--- src/rtl/async_fifo.sv ---
// Single-clock FIFO keeping the legacy async_fifo name and port list.
// Every register is clocked by write_clk; read_clk remains on the port
// list so existing instantiations still bind, and it is tied to write_clk
// at integration.
module async_fifo #(
  parameter int DATA_WIDTH = 8,
  parameter int DEPTH      = 16,
  parameter int ADDR_WIDTH = 4
) (
  input  logic                  write_clk,
  input  logic                  reset,
  input  logic                  read_clk,
  input  logic                  write_en,
  input  logic                  read_en,
  input  logic [DATA_WIDTH-1:0] data_in,
  output logic [DATA_WIDTH-1:0] data_out,
  output logic                  full,
  output logic                  empty,
  output logic                  valid,
  output logic                  over_flow,
  output logic                  under_flow
);

  localparam logic [ADDR_WIDTH:0] DEPTH_CNT = (ADDR_WIDTH+1)'(DEPTH);

  logic [DATA_WIDTH-1:0] storage [DEPTH];
  logic [ADDR_WIDTH-1:0] wr_ptr;
  logic [ADDR_WIDTH-1:0] rd_ptr;
  logic [ADDR_WIDTH:0]   count;
  logic                  wr_acc;
  logic                  rd_acc;

  // read_clk drives no logic; it feeds only this deliberately idle net
  logic unused_read_clk;
  assign unused_read_clk = read_clk;

  // Flags decode count directly and accepts use the pre-edge flags
  always_comb begin
    full   = (count == DEPTH_CNT);
    empty  = (count == '0);
    wr_acc = write_en && !full;
    rd_acc = read_en && !empty;
  end

  // Storage array; not reset, so stale contents are unreachable after reset
  always_ff @(posedge write_clk) begin
    if (wr_acc) storage[wr_ptr] <= data_in;
  end

  // Pointers and occupancy; pointers wrap naturally since DEPTH is 2**ADDR_WIDTH
  always_ff @(posedge write_clk or negedge reset) begin
    if (!reset) begin
      wr_ptr <= '0;
      rd_ptr <= '0;
      count  <= '0;
    end else begin
      if (wr_acc) wr_ptr <= wr_ptr + ADDR_WIDTH'(1);
      if (rd_acc) rd_ptr <= rd_ptr + ADDR_WIDTH'(1);
      case ({wr_acc, rd_acc})
        2'b10:   count <= count + (ADDR_WIDTH+1)'(1);
        2'b01:   count <= count - (ADDR_WIDTH+1)'(1);
        default: count <= count;
      endcase
    end
  end

  // Registered read data, valid strobe and rejection pulses
  always_ff @(posedge write_clk or negedge reset) begin
    if (!reset) begin
      data_out   <= '0;
      valid      <= 1'b0;
      over_flow  <= 1'b0;
      under_flow <= 1'b0;
    end else begin
      if (rd_acc) data_out <= storage[rd_ptr];
      valid      <= rd_acc;
      over_flow  <= write_en && full;
      under_flow <= read_en && empty;
    end
  end

endmodule

--- config.mk ---
export PLATFORM = sky130hd
export DESIGN_NAME = async_fifo
export DESIGN_NICKNAME = d
export VERILOG_FILES = /design/src/rtl/async_fifo.sv
export SDC_FILE = /design/constraint.sdc
export NUM_CORES = 1
export LEC_CHECK = 0
export ABC_CLOCK_PERIOD_IN_PS = 3500
export CORE_MARGIN = 8
export CORE_UTILIZATION = 34
export DETAILED_ROUTE_END_ITERATION = 8
export PLACE_DENSITY_LB_ADDON = 0.12
export SETUP_SLACK_MARGIN = 0.2
export SYNTH_ARGS = -nofsm -noshare
export SYNTH_HDL_FRONTEND = slang
export SYNTH_SLANG_ARGS = --single-unit
--- constraint.sdc ---
create_clock -name write_clk -period 3.5 [get_ports write_clk]
set_input_delay 0.525 -clock write_clk [delete_from_list [all_inputs] [get_ports write_clk]]
set_output_delay 0.525 -clock write_clk [all_outputs]
set_load 0.03 [all_outputs]
==> results by group <==
Setup path
  • Worst setup EP type: output port
  • Worst-path fanout max: 8
  • CP startpoint kind: flop
  • CP required: 2970 ps
  • CP Class: reg2out
  • Crit path arrival time: 2280 ps

Clocking
  • CTS HTree Levels: 4
  • CTS sink cnt: 152
  • Post-CTS sizing: 0
  • Clock Path Buffers: 2
  • Reg clk slew, reported paths: 60 ps
  • Hold_buf cts: 0
  • Cts bufs inserted: 17
  • CTS tree: built
  • Post-CTS Setup Inserts: 0
  • Worst skew pair latency: 420 ps
  • CTS root buffer: clkbuf_16

Yosys
  • Xor and xnor area share after synthesis: 1.42%
  • Combinational family with the most area after synthesis: multiplexers
  • Synth Area in Simple Gates: 4.13%
  • Adder-Cell Fraction of Synth Area: 1.82%
  • Mapped Area: 6190 µm²
  • Area leader, netlist: edfxtp_1
  • Post-Syn Area per Cell: 19.2 µm²
  • Multiplexer share of the synthesized area: 15.5%
  • FF+latch count, synth: 152
  • Post-Synthesis Cells: 322
  • Ranking of synthesized cells by area: edfxtp_1 62%, dfrtp_1 9.7%, mux4_1 7.6%
  • Syn nets: 344
  • Seq/Total Area, Yosys: 71.8%
  • Synthesis Warnings: 0
  • Post-synth cell types: 41
  • Top cell type's share of synthesized area: 62.1%
  • Compound-Gate Fraction of Synth Area: 2.81%

Layout
  • Post-route cell area: 7320 µm²
  • Antenna diode count: 0
  • Nets@finish: 390
  • Layout cell share with drive strength beyond 1: 18.5%
  • Area grow syn2layout: 18.3%

Pwr
  • Worst VDD drop: 387 µV
  • Leakage: 2.56 nW
  • Pwr Density: 788 nW/µm²

Drt
  • Vias per inst: 4.88
  • Drt total wl: 12,300 µm
  • Routed vias: 2,969
  • DR pass1 iterations: 5
  • Iteration-0 DRC Markers: 185
  • Antenna Violating Nets Remaining: 0
  • DR WL/cell: 20.3 µm
  • DR DRC count: 0

GRT
  • Congestion Overflow GR: 0
  • First-pass GRT wire length: 18,800 µm
  • Initial antenna violation count: 0
  • Vias in the first global route: 3,133
  • GRT Util Overall: 11.7%
  • Largest net degree at the start of global routing: 34

Outcome
  • Outcome: finished clean

Timing
  • Unrepaired setup endpoints after global routing: false
  • Final setup viols: 0
  • Final WS setup: 699 ps
  • Clock Skew: 8.83 ps
  • Final Cycle Share: 80.0%
  • Fmax: 357 MHz
  • Final hold vios: 0
  • Tmin final: 2800 ps
  • Final Max Tran Viols: 0
  • Worst-Margin Slew: 999 ps
  • Final TNS setup: 0 ps
  • Slew HR: 33.2%

Die
  • Starting Density: 34.6%
  • Row count: 49
  • Chip width: 151 µm
  • Full die area: 22,800 µm²
  • I/O pin total: 26
  • Core Box Area: 17,900 µm²
  • Die Span Y: 151 µm

Placed design
  • Port buffer count: 24
  • Post-detail-place hpwl: 7820 µm
  • Area after DPL: 6760 µm²
  • DP Worst Slack: 493 ps
  • RD Place Congestion: 0.682

Worst hold path
  • Worst Hold Class: reg2reg

Run
  • Max Cap Viol: 0
-- cells in the final DEF, fill, tap and decap left out, types with 2 or more instances in the layout --
cell type,Yosys,routed
dfrtp_1,24,23
xor2_1,3,3
nor3_1,5,5
mux4_2,14,14
clkbuf_16,0,17
nand2_1,20,20
clkdlybuf4s50_1,0,24
nor2_1,17,17
o221ai_1,8,8
o21ai_0,4,4
mux2i_1,16,16
clkinv_2,0,2
nand4_1,2,2
xnor2_1,7,7
edfxtp_1,128,128
ha_1,9,9
buf_4,1,20
clkinvlp_4,0,2
inv_1,6,6
mux4_1,18,18
clkbuf_1,7,2
clkinv_4,0,2
nand2b_1,3,3
bufinv_16,0,2
a21oi_1,3,3
inv_6,0,2
-- path summary, 6_finish.rpt --
kind / cells after the start / start / slack [ps] / end
max in group asynchronous: 1 / reset / 2160 / rd_ptr[2]$_DFFE_PN0P_
setup / recovery: 3 / count[1]$_DFFE_PN0P_ / 700 / full
setup reg to reg: 10 / count[1]$_DFFE_PN0P_ / 700 / count[4]$_DFFE_PN0P_
hold reg to reg: 2 / data_out[7]$_DFFE_PN0P_ / 510 / data_out[7]$_DFFE_PN0P_
hold / removal: 2 / data_out[7]$_DFFE_PN0P_ / 510 / data_out[7]$_DFFE_PN0P_
min in group asynchronous: 1 / reset / 660 / over_flow$_DFF_PN0_
-- metal layers --
layer | GRT usage (%) | routed length [µm]
met5 | 0 | 0
met2 | 19.3 | 6200
met1 | 14.3 | 5460
met3 | 3.65 | 546
met4 | 4.01 | 115
-- cell type report --
cell class	count	area, µm²
Fill cell	1599	10600
Timing Repair Buffer	45	410
Clock buffer	19	433
Tap cell	229	287
Sequential cell	152	4450
Clock inverter	11	124
Inverter	7	28.8
Multi-Input combinational cell	145	1590
-- stage by stage --
step,util [%],hold slack (ps),power [mW],cells
after global routing,40.9,527,6.08,608
after CTS,40.9,511,5.87,608
after global placement,37.8,496,4.10,578
after floorplan,-,229,3.60,322
final,40.9,510,5.77,608
after detailed placement,37.8,492,4.12,578
-- power by group --
part           internal, mW  switching (mW)  leakage [nW]
clock                  1.04           0.690         0.267
sequential             2.24           0.214          1.45
combinational         0.751           0.827         0.850
total                  4.04            1.73          2.56
-- critical path, stage by stage (launching register included) --
cell             delay [ps]
dfrtp_1                 460
or4_4                   610
nor2_1                  110
clkdlybuf4s50_1         680
-- Yosys cell counts (all sizes together) --
cell type / instances
or4: 1
o211a: 1
nand2b: 4
nor2: 17
a32oi: 1
and3: 1
nand2: 21
edfxtp: 128
a31oi: 1
inv: 7
buf: 10
xor2: 3
nor3: 5
mux2i: 16
mux2: 1
mux4: 32
and3b: 1
a311oi: 1
o31ai: 1
a21boi: 1
nor2b: 1
and2: 1
dfrtp: 24
xnor2: 7
a21oi: 3
o21ai: 5
nand4: 2
o221ai: 8
ha: 9
clkbuf: 8
nor4: 1
-- cells by family (layout without fill, tap and decap cells) --
logic type | count (synthesis) | in the layout
XOR/XNOR | 10 | 10
AND/OR/NAND/NOR | 55 | 55
flip-flops | 152 | 152
multiplexers | 49 | 49
AO/OA/AOI/OAI | 22 | 22
adder cells (fa/ha/maj) | 9 | 9
buffers and inverters | 25 | 82
-- sequential cells by signal, indices dropped and copies added (netlist names) --
| signal | count |
|---|---|
| storage | 128 |
| wr_ptr | 4 |
| data_out | 8 |
| valid | 1 |
| under_flow | 1 |
| over_flow | 1 |
| count | 5 |
| rd_ptr | 4 |
Note: power is estimated with default switching activity, not from simulation.
